## src/rtl/bus_arb_pkg.sv

```systemverilog
// ---------------------------------------------------------------------------
// bus_arb_pkg
// Shared types and helpers for the system-bus arbiters.
//   arb_state_t          : arbiter FSM state (IDLE, OWNED)
//   MAX_MASTERS          : widest master vector the onehot helper supports
//   LAST_OWNER_RST_BACK  : reset value of last_owner is NUM_MASTERS minus this,
//                          so the first search after reset starts at master 0
//   onehot()             : index -> one-hot vector (MAX_MASTERS wide)
// ---------------------------------------------------------------------------
package bus_arb_pkg;

   typedef enum logic {
      IDLE  = 1'b0,
      OWNED = 1'b1
   } arb_state_t;

   localparam int unsigned MAX_MASTERS         = 32;
   localparam int unsigned LAST_OWNER_RST_BACK = 1;

   function automatic logic [MAX_MASTERS-1:0] onehot(input int unsigned idx);
      return {{(MAX_MASTERS-1){1'b0}}, 1'b1} << idx;
   endfunction

endpackage

```

## src/rtl/bus_arbiter_rr_picker.sv

```systemverilog
// ---------------------------------------------------------------------------
// rr_picker
// Combinational round-robin search. Finds the first set bit of 'eligible'
// starting at (last_owner+1) mod NUM_MASTERS and wrapping upward.
//   eligible   : input  [NUM_MASTERS-1:0] candidate mask
//   last_owner : input  [ID_W-1:0]        most recent winner
//   found      : output                   any eligible bit set
//   win_id     : output [ID_W-1:0]        winning index (0 when !found)
//   win_onehot : output [NUM_MASTERS-1:0] winning index as one-hot
// ---------------------------------------------------------------------------
module rr_picker #(
   parameter  int NUM_MASTERS = 2,
   localparam int ID_W        = $clog2(NUM_MASTERS)
) (
   input  logic [NUM_MASTERS-1:0] eligible,
   input  logic [ID_W-1:0]        last_owner,
   output logic                   found,
   output logic [ID_W-1:0]        win_id,
   output logic [NUM_MASTERS-1:0] win_onehot
);

   logic [ID_W-1:0] cand;

   always_comb begin
      // NOTE: every combinational output is given a default before any
      // conditional write, so no path can leave it unassigned (no latch).
      found      = 1'b0;
      win_id     = '0;
      win_onehot = '0;
      cand       = '0;
      // Walk from the farthest offset to the nearest; the nearest eligible
      // index after last_owner is written last and therefore wins.
      for (int k = NUM_MASTERS; k >= 1; k--) begin
         cand = ID_W'((32'(last_owner) + 32'(k)) % 32'(NUM_MASTERS));
         if (eligible[cand]) begin
            found            = 1'b1;
            win_id           = cand;
            win_onehot       = '0;
            win_onehot[cand] = 1'b1;
         end
      end
   end

endmodule

```

## src/rtl/bus_arbiter.sv

```systemverilog
// ---------------------------------------------------------------------------
// bus_arbiter
// Round-robin arbiter for the shared serial system bus with one tracked
// split transaction. A granted master holds the bus until it drops req.
// Optional feature macro: BUS_ARB_SPLIT_EN (split parking / resume). When
// undefined, split_en/split_resume are ignored and split outputs tie to 0.
//   in_clk        : input   bus clock (rising edge)
//   reset_n       : input   asynchronous active-low reset
//   req           : input   [NUM_MASTERS-1:0] per-master request
//   split_en      : input   split indication from addressed slave
//   split_resume  : input   pulse, split slave ready to complete
//   gnt           : output  [NUM_MASTERS-1:0] one-hot registered grant
//   gnt_id        : output  [ID_W-1:0] granted index (valid while bus_busy)
//   bus_busy      : output  any grant active
//   split_pending : output  a master is parked on a split
//   split_id      : output  [ID_W-1:0] parked index (valid while pending)
// ---------------------------------------------------------------------------
module bus_arbiter #(
   parameter  int NUM_MASTERS = 2,
   localparam int ID_W        = $clog2(NUM_MASTERS)
) (
   input  logic                   in_clk,
   input  logic                   reset_n,
   input  logic [NUM_MASTERS-1:0] req,
   input  logic                   split_en,
   input  logic                   split_resume,
   output logic [NUM_MASTERS-1:0] gnt,
   output logic [ID_W-1:0]        gnt_id,
   output logic                   bus_busy,
   output logic                   split_pending,
   output logic [ID_W-1:0]        split_id
);

   import bus_arb_pkg::*;

   localparam logic [ID_W-1:0] LAST_OWNER_RST =
      ID_W'(32'(NUM_MASTERS) - LAST_OWNER_RST_BACK);

   arb_state_t             state_q, state_d;
   logic [NUM_MASTERS-1:0] gnt_q, gnt_d;
   logic [ID_W-1:0]        gnt_id_q, gnt_id_d;
   logic [ID_W-1:0]        last_owner_q, last_owner_d;
   logic [NUM_MASTERS-1:0] eligible;
   logic                   pick_found;
   logic [ID_W-1:0]        pick_id;
   logic [NUM_MASTERS-1:0] pick_onehot;

`ifdef BUS_ARB_SPLIT_EN
   logic                   split_pending_q, split_pending_d;
   logic [ID_W-1:0]        split_id_q, split_id_d;
   logic                   resumed_q, resumed_d;

   // The parked master only regains the bus through the resume path.
   assign eligible = req & ~(split_pending_q ? NUM_MASTERS'(onehot(32'(split_id_q)))
                                             : {NUM_MASTERS{1'b0}});
`else
   logic                   unused_split_inputs;

   assign unused_split_inputs = split_en ^ split_resume;
   assign eligible            = req;
`endif

   rr_picker #(.NUM_MASTERS(NUM_MASTERS)) u_picker (
      .eligible   (eligible),
      .last_owner (last_owner_q),
      .found      (pick_found),
      .win_id     (pick_id),
      .win_onehot (pick_onehot)
   );

   always_comb begin
      state_d      = state_q;
      gnt_d        = gnt_q;
      gnt_id_d     = gnt_id_q;
      last_owner_d = last_owner_q;
`ifdef BUS_ARB_SPLIT_EN
      split_pending_d = split_pending_q;
      split_id_d      = split_id_q;
      // A resume arriving with the split_en that creates the split is
      // dropped, because split_pending_q is not yet set on that edge.
      resumed_d       = resumed_q | (split_resume & split_pending_q);
`endif
      case (state_q)
         IDLE: begin
`ifdef BUS_ARB_SPLIT_EN
            if (split_pending_q && resumed_q && req[split_id_q]) begin
               gnt_d           = NUM_MASTERS'(onehot(32'(split_id_q)));
               gnt_id_d        = split_id_q;
               last_owner_d    = split_id_q;
               state_d         = OWNED;
               split_pending_d = 1'b0;
               resumed_d       = 1'b0;
            end else
`endif
            if (pick_found) begin
               gnt_d        = pick_onehot;
               gnt_id_d     = pick_id;
               last_owner_d = pick_id;
               state_d      = OWNED;
            end
         end
         OWNED: begin
`ifdef BUS_ARB_SPLIT_EN
            // A split takes precedence over a simultaneous req drop; a
            // second split while one is pending is ignored.
            if (split_en && !split_pending_q) begin
               split_pending_d = 1'b1;
               split_id_d      = gnt_id_q;
               gnt_d           = '0;
               state_d         = IDLE;
            end else
`endif
            if (!req[gnt_id_q]) begin
               gnt_d   = '0;
               state_d = IDLE;
            end
         end
         default: state_d = IDLE;
      endcase
   end

   // NOTE: sequential state is updated with non-blocking assignments so all
   // registers sample the same pre-edge values.
   always_ff @(posedge in_clk or negedge reset_n) begin
      if (!reset_n) begin
         state_q      <= IDLE;
         gnt_q        <= '0;
         gnt_id_q     <= '0;
         last_owner_q <= LAST_OWNER_RST;
      end else begin
         state_q      <= state_d;
         gnt_q        <= gnt_d;
         gnt_id_q     <= gnt_id_d;
         last_owner_q <= last_owner_d;
      end
   end

`ifdef BUS_ARB_SPLIT_EN
   always_ff @(posedge in_clk or negedge reset_n) begin
      if (!reset_n) begin
         split_pending_q <= 1'b0;
         split_id_q      <= '0;
         resumed_q       <= 1'b0;
      end else begin
         split_pending_q <= split_pending_d;
         split_id_q      <= split_id_d;
         resumed_q       <= resumed_d;
      end
   end

   assign split_pending = split_pending_q;
   assign split_id      = split_id_q;
`else
   assign split_pending = 1'b0;
   assign split_id      = '0;
`endif

   assign gnt      = gnt_q;
   assign gnt_id   = gnt_id_q;
   assign bus_busy = |gnt_q;

endmodule
```

## config.mk

```make
export PLATFORM = sky130hd
export DESIGN_NAME = bus_arbiter
export DESIGN_NICKNAME = d
export VERILOG_FILES = /design/src/rtl/bus_arb_pkg.sv /design/src/rtl/bus_arbiter_rr_picker.sv /design/src/rtl/bus_arbiter.sv
export SDC_FILE = /design/constraint.sdc
export NUM_CORES = 1
export LEC_CHECK = 0
export BUFFER_PORTS_ARGS = -buffer_cell sky130_fd_sc_hd__buf_2
export CORE_AREA = 2 2 39 41
export CTS_CLUSTER_DIAMETER = 50
export DETAILED_ROUTE_END_ITERATION = 8
export DIE_AREA = 0 0 41 43
export HOLD_SLACK_MARGIN = 0.06
export SLEW_MARGIN = 20
export SYNTH_ARGS = -nofsm -noshare
export SYNTH_HDL_FRONTEND = slang
export SYNTH_SLANG_ARGS = --single-unit
```

## constraint.sdc

```tcl
create_clock -name in_clk -period 1.19 [get_ports in_clk]
set_input_delay 0 -clock in_clk [delete_from_list [all_inputs] [get_ports in_clk]]
set_output_delay 0 -clock in_clk [all_outputs]
set_load 0.1 [all_outputs]
```

==> impl_metrics.json <==
{
  "cts.clk_slew.worst_paths_ns": 0.04,
  "die_w_microns": 41,
  "clk_path_buf_depth": 2,
  "gp_congestion": 0.7006,
  "yosysSeqAreaShare_pct": 46.12,
  "synth_seq_cells": 5,
  "final_nets": 50,
  "finClkSkew_ns": 0.0007788,
  "dpl_worst_slack_ns": 0.04058,
  "grt_use_total_pct": 7.591,
  "yosysUniqueCellTypes": 20,
  "grt_start_max_net_pins": 8,
  "cp.required_ns": 1.19,
  "ys_warn_count": 0,
  "port_buffers": 7,
  "layout-area-overhead-vs-synth_pct": 42.92,
  "syn-instance-count": 30,
  "synth_top_area_share_pct": 36.53,
  "row_count": 14,
  "cp_slowest_stage_delay_ns": 0.41,
  "crit_path_start_kind": "register",
  "antenna_found_initial": 0,
  "crit_type": "register to primary output",
  "drv_cap": 0,
  "drc": 0,
  "ant_nets": 0,
  "post-route-min-period_ns": 1.158,
  "post-route-util_pct": 28.30,
  "finalWirelength_microns": 525,
  "grt_pass1_vias": 209,
  "grt_overflow": 0,
  "crit_path_end_kind": "primary output",
  "io_pins": 12,
  "worst-path-buf-inv": 1,
  "final_hold_viol_count": 0,
  "tritoncts": "done",
  "die-height_microns": 43,
  "synth.area.top_cells": "dfrtp_1 37%, dfstp_2 9.6%, a211o_1 6.4%, buf_4 5.5%, nor2_1 4.1%",
  "cp_top_family": "flip-flops",
  "avgSynthCellArea_sq_um": 9.134,
  "coreArea_sq_um": 1384,
  "rsz0062_at_grt": "no",
  "avgRoutedWirePerCell_microns": 8.898,
  "crit_path_max_fanout": 3,
  "synthFlopType": "dfrtp_1",
  "synth_edf_count": 0,
  "setup_slack_ns": 0.03197,
  "synthesis.area_sq_um": 274.0,
  "start_util_pct": 19.80,
  "async_flop_share_pct": 100.0,
  "slowest_stage": "dfrtp_2",
  "drive_gt1_share_pct": 48.84,
  "grt_pass1_wl_microns": 793,
  "dp_hpwl_microns": 441,
  "hold_path.class": "primary input to asynchronous set/reset pin",
  "synth_area_leader_cell": "dfrtp_1",
  "arrival_ns": 1.16,
  "setup_viol": 0,
  "period_share_pct": 97.31,
  "cts_root_buf": "clkbuf_4",
  "cts-buffers-inserted": 3,
  "max_freq_mhz": 863.5,
  "status": "complete, no violations",
  "slew_viol_final": 0,
  "die_area_sq_um": 1763,
  "clk_latency_ns": 0.23,
  "ctsHtreeMaxLevel": 1,
  "routed_via_density": 4.186,
  "drt_iter0_drc": 2,
  "clock_sinks": 5,
  "first_pass_iters": 3,
  "diodes": 0,
  "vias": 247,
  "crit_chain": "or2_4 -> clkbuf_4"
}
[synthesized netlist by cell type, types with 2 or more instances]
cell type	number
a21oi_1	2
a211o_1	2
dfrtp_1	4
o21ai_0	2
nand2_1	2
buf_4	2
nor2_1	3
[worst reg2reg max path: stages, from the launching register on]
cell,delay [ns]
dfrtp_4,0.49
a211o_1,0.27
a32o_2,0.27
[area by class of cell]
class	instances	area, sq um
Multi-Input combinational cell	23	143.9
Fill cell	154	992.2
Clock buffer	4	26.28
Inverter	1	3.754
Timing Repair Buffer	10	65.06
Tap cell	16	20.02
Sequential cell	5	132.6
[sequential cells by signal (all words and copies together) (netlist names)]
name and cells:
gnt 2, gnt_id 1, last_owner_q 1, state_q 1
[layout by cell type (no fill, tap or decap), drive strengths merged]
master | netlist | routed
buf | 2 | 7
a32o | 1 | 1
and2b | 1 | 1
nand2 | 2 | 2
a211o | 2 | 2
or2 | 1 | 1
a31oi | 1 | 1
clkbuf | 0 | 5
dfstp | 1 | 1
nor3 | 1 | 1
nor2 | 3 | 3
nand2b | 1 | 1
inv | 1 | 1
or2b | 1 | 1
nand3 | 1 | 1
and3 | 1 | 1
nor2b | 1 | 1
conb | 1 | 2
o21ai | 2 | 2
dfrtp | 4 | 4
a21oi | 2 | 2
dlygate4sd3 | 0 | 2
[kinds of logic after synthesis]
group / Yosys count / share of synthesized area, %
AND/OR/NAND/NOR: 13 / 26.03
other: 1 / 1.369
flip-flops: 5 / 46.12
buffers and inverters: 3 / 6.846
AO/OA/AOI/OAI: 8 / 19.64
[routing by layer]
metal  global-route usage, %  wire length (microns)  share of wire [%]
met2                   10.63                    285                 54
met1                   7.591                    213                 41
met4                   10.00                      0                  0
met3                   1.571                     26                5.0
met5                       0                      0                  0
[per-stage QoR]
stage               setup TNS [ns]  std cells  area, sq um  hold WS [ns]
global route                     0         59        391.6        0.1142
global placement                 0         52        334.1       -0.1846
detailed placement               0         52        334.1       -0.1831
finish                           0         59        391.6        0.1009
floorplan                  -0.1322         31        294.0       -0.2956
CTS                              0         58        380.4       0.09118
[repair_timing]
item	in CTS	in global routing
buffers inserted	0	1
gates resized for setup	0	2
endpoints found under the setup margin	0	3
endpoints found under the hold margin	6	0
hold buffers	2	0
[worst paths after layout]
| kind | startpoint | end | slack (ns) | cells after the start |
|---|---|---|---|---|
| max | gnt[1] | bus_busy | 0.03 | 2 |
| min | reset_n | gnt[0] | 0.10 | 2 |
| max reg2reg | gnt_id | gnt[1] | 0.03 | 2 |
| min reg2reg | last_owner_q | last_owner_q | 0.52 | 2 |
| max in group asynchronous | reset_n | last_owner_q | 0.88 | 2 |
| min in group in_clk | req[1] | state_q | 0.15 | 3 |
Power is left out: the tool's default activity adds up to more than one toggle a clock period on the data nets, which glitch-free logic cannot reach.
